==> src/rtl/matmul_apb_requester.sv <==
// -----------------------------------------------------------------------------
// matmul_apb_requester
//   APB requester for the matmul accelerator's completer port. Commands
//   (register loads, operand writes, start/flags writes, scratchpad/result
//   reads) are queued in a small FIFO. Each one runs as a strict SETUP/ACCESS
//   transfer, and each one returns exactly one response. Only one transfer is
//   outstanding at a time. A wait-state timeout aborts a stalled ACCESS phase.
//
// Ports
//   clk_i, rst_ni         clock (rising edge), synchronous active-low reset
//   cmd_*                 command push side (valid/ready, write, addr, wdata, strb)
//   psel_o .. pstrb_o     APB request signals (registered)
//   prdata_i, pready_i,
//   pslverr_i             APB completer response
//   rsp_*                 response side (valid/ready, rdata, err, timeout)
//   busy_o                FIFO non-empty or a transfer in progress
// -----------------------------------------------------------------------------
module matmul_apb_requester #(
  parameter int BUS_WIDTH  = 64,
  parameter int ADDR_WIDTH = 32,
  parameter int FIFO_DEPTH = 4,
  parameter int TIMEOUT    = 16
) (
  input  logic                    clk_i,
  input  logic                    rst_ni,
  input  logic                    cmd_valid_i,
  output logic                    cmd_ready_o,
  input  logic                    cmd_write_i,
  input  logic [ADDR_WIDTH-1:0]   cmd_addr_i,
  input  logic [BUS_WIDTH-1:0]    cmd_wdata_i,
  input  logic [BUS_WIDTH/8-1:0]  cmd_strb_i,
  output logic                    psel_o,
  output logic                    penable_o,
  output logic                    pwrite_o,
  output logic [ADDR_WIDTH-1:0]   paddr_o,
  output logic [BUS_WIDTH-1:0]    pwdata_o,
  output logic [BUS_WIDTH/8-1:0]  pstrb_o,
  input  logic [BUS_WIDTH-1:0]    prdata_i,
  input  logic                    pready_i,
  input  logic                    pslverr_i,
  output logic                    rsp_valid_o,
  input  logic                    rsp_ready_i,
  output logic [BUS_WIDTH-1:0]    rsp_rdata_o,
  output logic                    rsp_err_o,
  output logic                    rsp_timeout_o,
  output logic                    busy_o
);

  localparam int STRB_W = BUS_WIDTH / 8;
  localparam int PTR_W  = (FIFO_DEPTH > 1) ? $clog2(FIFO_DEPTH) : 1;
  localparam int CNT_W  = PTR_W + 1;
  localparam int TMR_W  = (TIMEOUT > 1) ? $clog2(TIMEOUT) : 1;
  localparam bit TMO_EN = (TIMEOUT != 0);
  localparam logic [TMR_W-1:0] TMR_LAST = TMR_W'((TIMEOUT > 0) ? TIMEOUT - 1 : 0);
  localparam logic [CNT_W-1:0] DEPTH_C  = CNT_W'(FIFO_DEPTH);

  typedef enum logic [1:0] {IDLE, SETUP, ACCESS, RESP} state_t;

  state_t state;

  // Command FIFO storage (data only, never reset)
  logic                  fifo_write [FIFO_DEPTH];
  logic [ADDR_WIDTH-1:0] fifo_addr  [FIFO_DEPTH];
  logic [BUS_WIDTH-1:0]  fifo_wdata [FIFO_DEPTH];
  logic [STRB_W-1:0]     fifo_strb  [FIFO_DEPTH];

  logic [PTR_W-1:0] wr_ptr;
  logic [PTR_W-1:0] rd_ptr;
  logic [CNT_W-1:0] count;
  logic [TMR_W-1:0] wait_cnt;

  logic full;
  logic empty;
  logic push;
  logic pop;

  assign full        = (count == DEPTH_C);
  assign empty       = (count == '0);
  // A full FIFO refuses the push even if a pop happens on the same edge.
  assign cmd_ready_o = !full;
  assign push        = cmd_valid_i && !full;
  // The FSM takes the head in IDLE, or in RESP once the response is consumed.
  assign pop         = !empty && ((state == IDLE) || ((state == RESP) && rsp_ready_i));
  assign busy_o      = (state != IDLE) || !empty;

  // ---- FIFO storage write ----
  always_ff @(posedge clk_i) begin
    if (push) begin
      fifo_write[wr_ptr] <= cmd_write_i;
      fifo_addr[wr_ptr]  <= cmd_addr_i;
      fifo_wdata[wr_ptr] <= cmd_wdata_i;
      fifo_strb[wr_ptr]  <= cmd_strb_i;
    end
  end

  // ---- FIFO control ----
  always_ff @(posedge clk_i) begin
    if (!rst_ni) begin
      wr_ptr <= '0;
      rd_ptr <= '0;
      count  <= '0;
    end else begin
      if (push) wr_ptr <= wr_ptr + PTR_W'(1);
      if (pop)  rd_ptr <= rd_ptr + PTR_W'(1);
      case ({push, pop})
        2'b10:   count <= count + CNT_W'(1);
        2'b01:   count <= count - CNT_W'(1);
        default: count <= count;
      endcase
    end
  end

  // ---- APB transfer FSM with registered outputs ----
  always_ff @(posedge clk_i) begin
    if (!rst_ni) begin
      state         <= IDLE;
      wait_cnt      <= '0;
      psel_o        <= 1'b0;
      penable_o     <= 1'b0;
      pwrite_o      <= 1'b0;
      paddr_o       <= '0;
      pwdata_o      <= '0;
      pstrb_o       <= '0;
      rsp_valid_o   <= 1'b0;
      rsp_rdata_o   <= '0;
      rsp_err_o     <= 1'b0;
      rsp_timeout_o <= 1'b0;
    end else begin
      case (state)
        IDLE: begin
          if (pop) begin
            psel_o <= 1'b1;
            state  <= SETUP;
          end
        end
        SETUP: begin
          wait_cnt  <= '0;
          penable_o <= 1'b1;
          state     <= ACCESS;
        end
        ACCESS: begin
          if (pready_i) begin
            psel_o        <= 1'b0;
            penable_o     <= 1'b0;
            rsp_valid_o   <= 1'b1;
            rsp_rdata_o   <= pwrite_o ? '0 : prdata_i;
            rsp_err_o     <= pslverr_i;
            rsp_timeout_o <= 1'b0;
            state         <= RESP;
          end else if (TMO_EN && (wait_cnt == TMR_LAST)) begin
            psel_o        <= 1'b0;
            penable_o     <= 1'b0;
            rsp_valid_o   <= 1'b1;
            rsp_rdata_o   <= '0;
            rsp_err_o     <= 1'b1;
            rsp_timeout_o <= 1'b1;
            state         <= RESP;
          end else begin
            wait_cnt <= wait_cnt + TMR_W'(1);
          end
        end
        RESP: begin
          if (rsp_ready_i) begin
            rsp_valid_o <= 1'b0;
            if (pop) begin
              // Back-to-back: skip IDLE and go straight into the next SETUP.
              psel_o <= 1'b1;
              state  <= SETUP;
            end else begin
              state <= IDLE;
            end
          end
        end
        default: state <= IDLE;
      endcase

      // The popped head is loaded into the APB request registers; reads
      // carry zero data and zero strobes.
      if (pop) begin
        pwrite_o <= fifo_write[rd_ptr];
        paddr_o  <= fifo_addr[rd_ptr];
        pwdata_o <= fifo_write[rd_ptr] ? fifo_wdata[rd_ptr] : '0;
        pstrb_o  <= fifo_write[rd_ptr] ? fifo_strb[rd_ptr]  : '0;
      end
    end
  end

endmodule
==> config.mk <==
export PLATFORM = sky130hd
export DESIGN_NAME = matmul_apb_requester
export DESIGN_NICKNAME = d
export VERILOG_FILES = /design/src/rtl/matmul_apb_requester.sv
export SDC_FILE = /design/constraint.sdc
export NUM_CORES = 1
export LEC_CHECK = 0
export ABC_AREA = 0
export CAP_MARGIN = 20
export CORE_AREA = 2 2 150 262
export CTS_BUF_LIST = sky130_fd_sc_hd__clkbuf_4
export DETAILED_ROUTE_END_ITERATION = 10
export DIE_AREA = 0 0 152 264
export GPL_TIMING_DRIVEN = 0
export PLACE_DENSITY = 0.86
export SYNTH_ARGS = -nofsm -noshare
export SYNTH_HDL_FRONTEND = slang
export SYNTH_SLANG_ARGS = --single-unit
==> constraint.sdc <==
create_clock -name clk_i -period 7.4 [get_ports clk_i]
set_input_delay 1.11 -clock clk_i [delete_from_list [all_inputs] [get_ports clk_i]]
set_output_delay 1.11 -clock clk_i [all_outputs]
set_load 0.03 [all_outputs]
### After elaboration in Yosys (flattened, before gate mapping)

Memory sizes are Yosys's and may differ from the RTL's. A register that Yosys moved wholly into a read port is not among the register bits.
Index checks and enable logic that the tools add are counted.

* bits in registers: 155
* memory bits (writable): 420
* input port bits: 175
* word-level logic and storage cells: 92
* memories: 4

Memory list
* fifo_wdata: words 4, width 64, rd ports 1, clocked after memory_dff 1, write ports 1, RTL line 64 `logic [BUS_WIDTH-1:0] fifo_wdata [FIFO_DEPTH];`
* fifo_addr: words 4, width 32, rd ports 1, clocked after memory_dff 1, write ports 1, RTL line 63 `logic [ADDR_WIDTH-1:0] fifo_addr [FIFO_DEPTH];`
* fifo_strb: words 4, width 8, rd ports 1, clocked after memory_dff 1, write ports 1, RTL line 65 `logic [STRB_W-1:0] fifo_strb [FIFO_DEPTH];`
* fifo_write: words 4, width 1, rd ports 1, clocked after memory_dff 1, write ports 1, RTL line 62 `logic fifo_write [FIFO_DEPTH];`

* add/sub/neg operators: 5
* equality and inequality tests: 12
* multiplexer cells: 35
* reductions and logical operators: 22

Operator list (number)
* $mux 64: 4
* $mux 2: 10
* $mux 1: 12
* $reduce_and 3->1: 4
* $reduce_bool 2->1: 5
* $mux 4: 2
* $mux 8: 1
* $ne 2x2->1 const B: 4
* $pmux 2 s4: 1
* $pmux 4 s2: 1
* $eq 2x2->1 const B: 3
* $pmux 3 s2: 1
* $add 2x1->2 const B: 2
* $add 4x1->4 const B: 1
* $eq 2x1->1 const B: 2
* $eq 4x4->1 const B: 1
* $pmux 1 s2: 2
* $reduce_and 2->1: 2
* $add 3x1->3 const B: 1
* $eq 3x3->1 const B: 1
* $logic_and 1x1->1: 3
* $logic_not 1->1: 3
* $logic_not 3->1: 1
* $ne 3x3->1 const B: 1
* 5 further kinds: 6

### Logic depth before layout (Yosys ltp)

Gate-level depths: netlist of run 1.

* word-level depth: 7
* gate-level depth with buffers: 10
* gate-level depth less buffers: 9

### Worst setup path after synthesis of run 1

No wires, ideal clock.

* path kind: input to register
* start point: in cmd_valid_i
* end point: mem fifo_addr[0][0] (enable)
* library setup time: 0.476 ns
* arrival: 3.849 ns
* data required time: 6.924 ns
* slack: 3.075 ns
* cell stages on the path: 2
* buffers on the path: 1
* path through: buf_1 -> and3_1

* longest elaborated chain between the ends: 3

Ends and longest elaborated chain
* from (decl): RTL line 26 `input logic cmd_valid_i,`
* $logic_and 1x1->1: RTL line 81 `assign push = cmd_valid_i && !full;`
* $mux 1: RTL line 88 `if (push) begin`
* $mux 1 (not written as such): RTL line 90 `fifo_addr[wr_ptr] <= cmd_addr_i;`
* to (decl): RTL line 63

Every way passes these cells.

### Worst setup path in the final report of run 1

* start point: reg count[0]
* end point: out busy_o

* longest elaborated chain between the ends: 3

Ends and longest elaborated chain
* from (decl): RTL line 69 `logic [CNT_W-1:0] count;`
* from (signal assigned): RTL line 106 `2'b10: count <= count + CNT_W'(1);`
* from (signal assigned): RTL line 107 `2'b01: count <= count - CNT_W'(1);`
* from (signal assigned): RTL line 108 `default: count <= count;`
* $logic_not 3->1: RTL line 78 `assign empty = (count == '0);`
* $logic_not 1->1: RTL line 84 `assign busy_o = (state != IDLE) || !empty;`
* $logic_or 1x1->1: RTL line 84
* to (decl): RTL line 46 `output logic busy_o`

Every way passes these cells.

==> results of run 1 <==
cell type report:
cell class | count | share of cell area [%]
Inverter | 10 | 0.133
Multi-Input combinational cell | 561 | 18.5
Tap cell | 485 | 2.16
Clock buffer | 178 | 4.75
Timing Repair Buffer | 352 | 12.8
Clock inverter | 72 | 1.64
Sequential cell | 609 | 58.3
Antenna cell | 5 | 0.0445
Buffer | 93 | 1.78
state kept, by name (all words and copies together), names as in the netlist, named ones only:
signal	flops
fifo_wdata	256
fifo_addr	128
pwdata_o	64
rsp_rdata_o	64
fifo_strb	32
paddr_o	32
pstrb_o	8
fifo_write	4
wait_cnt	4
count	3
rd_ptr	2
state	2
wr_ptr	2
penable_o	1
psel_o	1
pwrite_o	1
rsp_err_o	1
rsp_timeout_o	1
rsp_valid_o	1
report_power, final:
group	switching (mW)	internal [mW]	total [mW]
clock	1.31	1.33	2.63
combinational	1.55	1.15	2.70
sequential	0.196	4.07	4.27
total	3.05	6.55	9.60
kinds of logic after synthesis:
group / count (synthesis)
fa+ha+maj: 12
xor+xnor: 2
buf+inv: 103
mux: 107
flops: 609
simple gates: 139
compound gates: 301
layer usage:
layer | routed length [µm] | up-vias | part of all wire, % | global-route usage [%]
met5 | 28 | - | 0.054 | 0
met4 | 2140 | 4 | 4.1 | 14.4
met3 | 3720 | 159 | 7.1 | 7.33
met2 | 29200 | 653 | 56 | 48.6
met1 | 17200 | 6691 | 33 | 25.4
li1 | - | 6143 | - | -
through the flow:
step / utilization, % / power, mW / cells / worst slack [ns]
finish: 73.8 / 9.60 / 2365 / 3.31
global route: 73.8 / 10.0 / 2365 / 3.11
CTS: 73.7 / 9.67 / 2360 / 3.29
detailed placement: 69.0 / 7.03 / 2110 / 3.77
global placement: 68.7 / 6.97 / 2106 / 0.980
floorplan: - / 5.99 / 1273 / 3.07
worst max path at each step:
stage	from	to	slack, ns	depth (start not counted)
finish	count[0]	busy_o	3.31	4
CTS	count[0]	busy_o	3.29	4
detailed placement	rsp_ready_i	count[2]	3.77	9
global placement	cmd_valid_i	fifo_wdata[0][55]	0.98	2
floorplan	cmd_valid_i	fifo_addr[0][0]	3.07	2
global route	count[0]	busy_o	3.11	4
layout by cell type (no fill, tap or decap), types with 3 or more instances in the layout:
master	count
edfxtp_1	420
clkdlybuf4s50_1	348
dfxtp_1	189
clkbuf_4	178
a21oi_1	107
o21ai_0	92
nand2_1	74
mux4_2	73
a22o_1	72
clkbuf_1	68
clkinv_1	43
nand3_1	38
mux4_1	32
clkinv_2	14
ha_1	11
inv_1	10
o21ai_1	9
buf_8	7
buf_2	6
dlygate4sd1_1	6
diode_2	5
nor2_1	5
clkinv_4	5
bufinv_16	5
and3_4	4
nand4b_1	4
buf_16	4
a31oi_1	3
or3_1	3
a21o_1	3
clkinvlp_4	3
worst max-delay path: cells and delay by family (launching register included):
kind / cells / cell delay [ns]
and+or+nand+nor: 2 / 0.64
DFF: 1 / 0.38
buffers and inverters: 2 / 1.12
==> results.toml, run 1 <==
[worst_hold_path]
hp-class = "reg2reg"
min_from = "rsp_rdata_o[18]"
whs_endpoint = "rsp_rdata_o[18]"
worstHoldPathCells = 2

[yosys]
netlist_instances = 1273
syn_nets = 1460
muxShareOfSynthArea_pct = 11.3
yosysSeqAreaShare_pct = 74.1
synth_xor_area_share_pct = 0.0792
synth.ff_latch_count = 609
avgSynthCellArea_um2 = 17.4
synth_area_um2 = 22100
synth_top_area_share_pct = 57.0
synth_top_family_by_area = "multiplexers"
synth-simple-area-share_pct = 2.95
synth_area_leaders = "edfxtp_1 (57%), dfxtp_1 (17%), mux4_2 (7.4%)"
synthArstFlopShare_pct = 0
yosysWarnings = 0
yosysMostFrequentCell = "edfxtp_1"
synth-compound-area-share_pct = 8.37
synth_common_cells = "edfxtp_1 (420), dfxtp_1 (189), a21oi_1 (107), o21ai_0 (92), nand2_1 (74)"
synth_edf_count = 420
yosys.area_share.adder_pct = 0.713
synth_ff_type = "edfxtp_1"
ys_types = 54
yosys.area.top_type = "edfxtp_1"

[setup_path]
cp_slowest_cell = "clkdlybuf4s50_1"
rr_startpoint = "state[0]"
crit_type = "reg2out"
reg2regPathDepth = 10
cp-end-kind = "output pin"
cp_data_arrival_time_ns = 2.98
timing.rr.end = "count[2]"
cp_cell_sequence = "nor3_1 > clkbuf_1 > nand2_1 > clkdlybuf4s50_1"
r2r_slack_ns = 4.60
worstSetupStartpointType = "flip-flop"
crit_fanout = 10
cp.required_ns = 6.29
slowest_delay_ns = 0.63

[floorplan]
io_pins = 351
die_w_um = 152
rows = 95
die_y_um = 264
initial_utilization_pct = 58.0
die_area_um2 = 40100
fp.coreArea_um2 = 38200

[timing]
fin_worst_skew_ns = 0.0548
fin_crit_sh_pct = 55.3
fin_setup_tns_ns = 0
fin_crit_ns = 4.09
rsz0062_at_grt = "false"
maxSlewHeadroom_pct = 34.7
final_max_slew_viol_count = 0
max_freq_ghz = 0.245
hold_viol_final = 0
finalSetupViolations = 0
whs_ns = 0.475
tightestPinTransition_ns = 0.975

[clocking]
holdBufCountCts = 0
path_clk_slew_ns = 0.07
cts_tree = "done"
postCtsSetupBuffers = 0
cts_resized = 0
cts_made_buffers = 135
cts_buffer_depth = 3
cts_sinks = 609
clock-root-buffer = "clkbuf_4"
cts.htree.levels = 4
clock_latency_ns = 0.86

[placed_design]
hpwl_um = 34900
finalWeightedCongestion = 0.919
placed_area_um2 = 26300
port_buffers = 348

[final_layout]
drive_above_1_share_pct = 16.4
multi_input_area_um2 = 5200
area_growth_pct = 27.3
nets = 1949
seq_area_um2 = 16400
fillers = 2203
design_area_um2 = 28100

[detailed_routing]
drc = 0
drt_iter0_drc = 864
drt-total-wl_um = 52200
antenna_left = 0
vias_per_cell = 5.77
wl_per_cell_um = 22.1
num_vias = 13700
dr.pass1.iters = 5

[power_and_ir_drop]
leakage_nw = 9.43
power.density_nw_per_um2 = 341
ir_drop_mv = 0.240

[global_routing]
grt_max_degree = 58
grt.total_usage_pct = 26.0
overflow = 0
grt_pass1_wl_um = 79800
antenna_found_initial = 7
grt_pass1_vias = 14800

[run_status]
status = "finished, final reports clean"

[run]
cap_viol_max_count = 0
Note: power is estimated with default switching activity, not from simulation.
==> inputs of run 2 (changes only) <==
Settings changed: CORE_AREA 2 2 150 262 to 2 2 162 284, DIE_AREA 0 0 152 264 to 0 0 164 286, PLACE_DENSITY 0.86 to 0.78.
Clock period 7.4 ns to 3.6 ns, I/O delays scaled along.
==> results.toml, run 2 (synthesized netlist as in run 1, its figures left out) <==
[worst_hold_path]
hp-class = "in2reg"
min_from = "pready_i"

[setup_path]
critPathTopFamily = "buffers and inverters"
worstSetupStartpointType = "flip-flop"
slowest_delay_ns = 0.63
cp-end-kind = "output pin"
cp_cell_sequence = "nor3_1 > buf_1 > nand2_1 > clkdlybuf4s50_1"
timing.rr.end = "count[2]"
cp_data_arrival_time_ns = 2.90
cp_slowest_cell = "clkdlybuf4s50_1"
critical_path_depth = 4
reg2regPathDepth = 8
crit_type = "reg2out"
crit_path_end = "busy_o"
rr_startpoint = "count[0]"
setup.worst_path.start = "count[0]"
r2r_slack_ns = 0.88
path_buf_inv = 2
cp.required_ns = 3.06
crit_fanout = 10

[timing]
fin_crit_ns = 3.44
hold_viol_final = 0
final_max_slew_viol_count = 0
maxSlewHeadroom_pct = 31.0
fin_crit_sh_pct = 95.6
fin_setup_tns_ns = 0
finalSetupViolations = 0
max_freq_ghz = 0.291
fin_worst_skew_ns = 0.0680
rsz0062_at_grt = "false"
tightestPinTransition_ns = 1.03

[final_layout]
reg_top3 = "fifo_wdata x256, fifo_addr x128"
nets = 1954
multi_input_area_um2 = 5200
seq_area_um2 = 16400
largest_register_ffs = 256
mostFrequentLayoutCell = "edfxtp_1"
layout_common_cells = "edfxtp_1 (420), clkdlybuf4s50_1 (348), clkbuf_4 (201), dfxtp_1 (189), a21oi_1 (107)"
layout.cells.non_filler = 2460
top_register = "fifo_wdata"
drive_above_1_share_pct = 17.4
fillers = 3152
area_growth_pct = 28.4

[run]
cap_viol_max_count = 0

[global_routing]
grt_pass1_vias = 14500
antenna_found_initial = 9
overflow = 0
grt_pass1_wl_um = 78400
grt_max_degree = 50
grt.total_usage_pct = 22.2

[power_and_ir_drop]
total_power_mw = 19.8
leakage_nw = 9.52
ir_drop_mv = 0.465
power.density_nw_per_um2 = 696

[detailed_routing]
drc = 0
drt_iter0_drc = 798
wl_per_cell_um = 21.1
antenna_left = 0
num_vias = 13400
dr.pass1.iters = 6
drt-total-wl_um = 51900
vias_per_cell = 5.44

[floorplan]
die_w_um = 164
initial_utilization_pct = 49.5
die_area_um2 = 46900
die_y_um = 286
rows = 103
fp.coreArea_um2 = 44700
io_pins = 351

[run_status]
status = "finished, final reports clean"

[clocking]
path_clk_slew_ns = 0.07
cts_made_buffers = 136
clock_latency_ns = 0.83
cts_resized = 0
cts.htree.levels = 4
cts_tree = "done"
cts_sinks = 609
clock-root-buffer = "clkbuf_4"
cts_buffer_depth = 3
holdBufCountCts = 0
postCtsSetupBuffers = 0

[placed_design]
hpwl_um = 35500
port_buffers = 348
numPlacedInstances = 2206
finalWeightedCongestion = 0.822
## run 2: layout make-up
cell class,count,share of cell area (%)
buffer,93,1.77
sequential,609,57.7
inverter,10,0.132
clock inverter,48,1.13
multi-input combinational,561,18.3
clock buffer,201,5.31
tap,577,2.54
timing repair buffer,356,13.0
antenna,5,0.0440
## run 2: worst min-delay path by stage
stage / endpoint / slack [ns] / cells past startpoint
2_1_floorplan: wait_cnt[1] / 0.46 / 2
3_3_place_gp: pwdata_o[62] / 0.46 / 1
3_5_place_dp: rsp_rdata_o[48] / 0.46 / 2
4_1_cts: rsp_rdata_o[49] / 0.07 / 3
5_1_grt: rsp_rdata_o[49] / 0.14 / 3
6_report: rsp_rdata_o[49] / 0.17 / 3
## run 2: stage by stage
step	setup WS (ns)	cell area, µm²	hold WS, ns	util (%)
after global placement	-0.126	26300	0.458	58.9
after CTS	0.0622	28400	0.0713	63.5
final	0.159	28400	0.169	63.5
after detailed placement	0.619	26600	0.464	59.4
after floorplan	0.742	22100	0.463	-
after global routing	0.00705	28400	0.136	63.5
## run 2: routing by layer
metal	up-vias	wire, µm	track usage (%)
met5	-	69	0
met4	10	1780	10.7
met3	125	3710	6.76
met2	521	28700	41.6
met1	6581	17700	21.8
li1	6154	-	-
## run 2: where the power goes
part / internal (mW) / switching (mW) / total (mW)
clock: 2.83 / 2.65 / 5.48
combinational: 2.39 / 3.15 / 5.54
sequential: 8.37 / 0.391 / 8.76
## run 2: worst min-delay path, delay by kind of cell
family          cells  cell delay (ns)
buf+inv             1             0.18
compound gates      1             0.07
simple gates        1             0.14
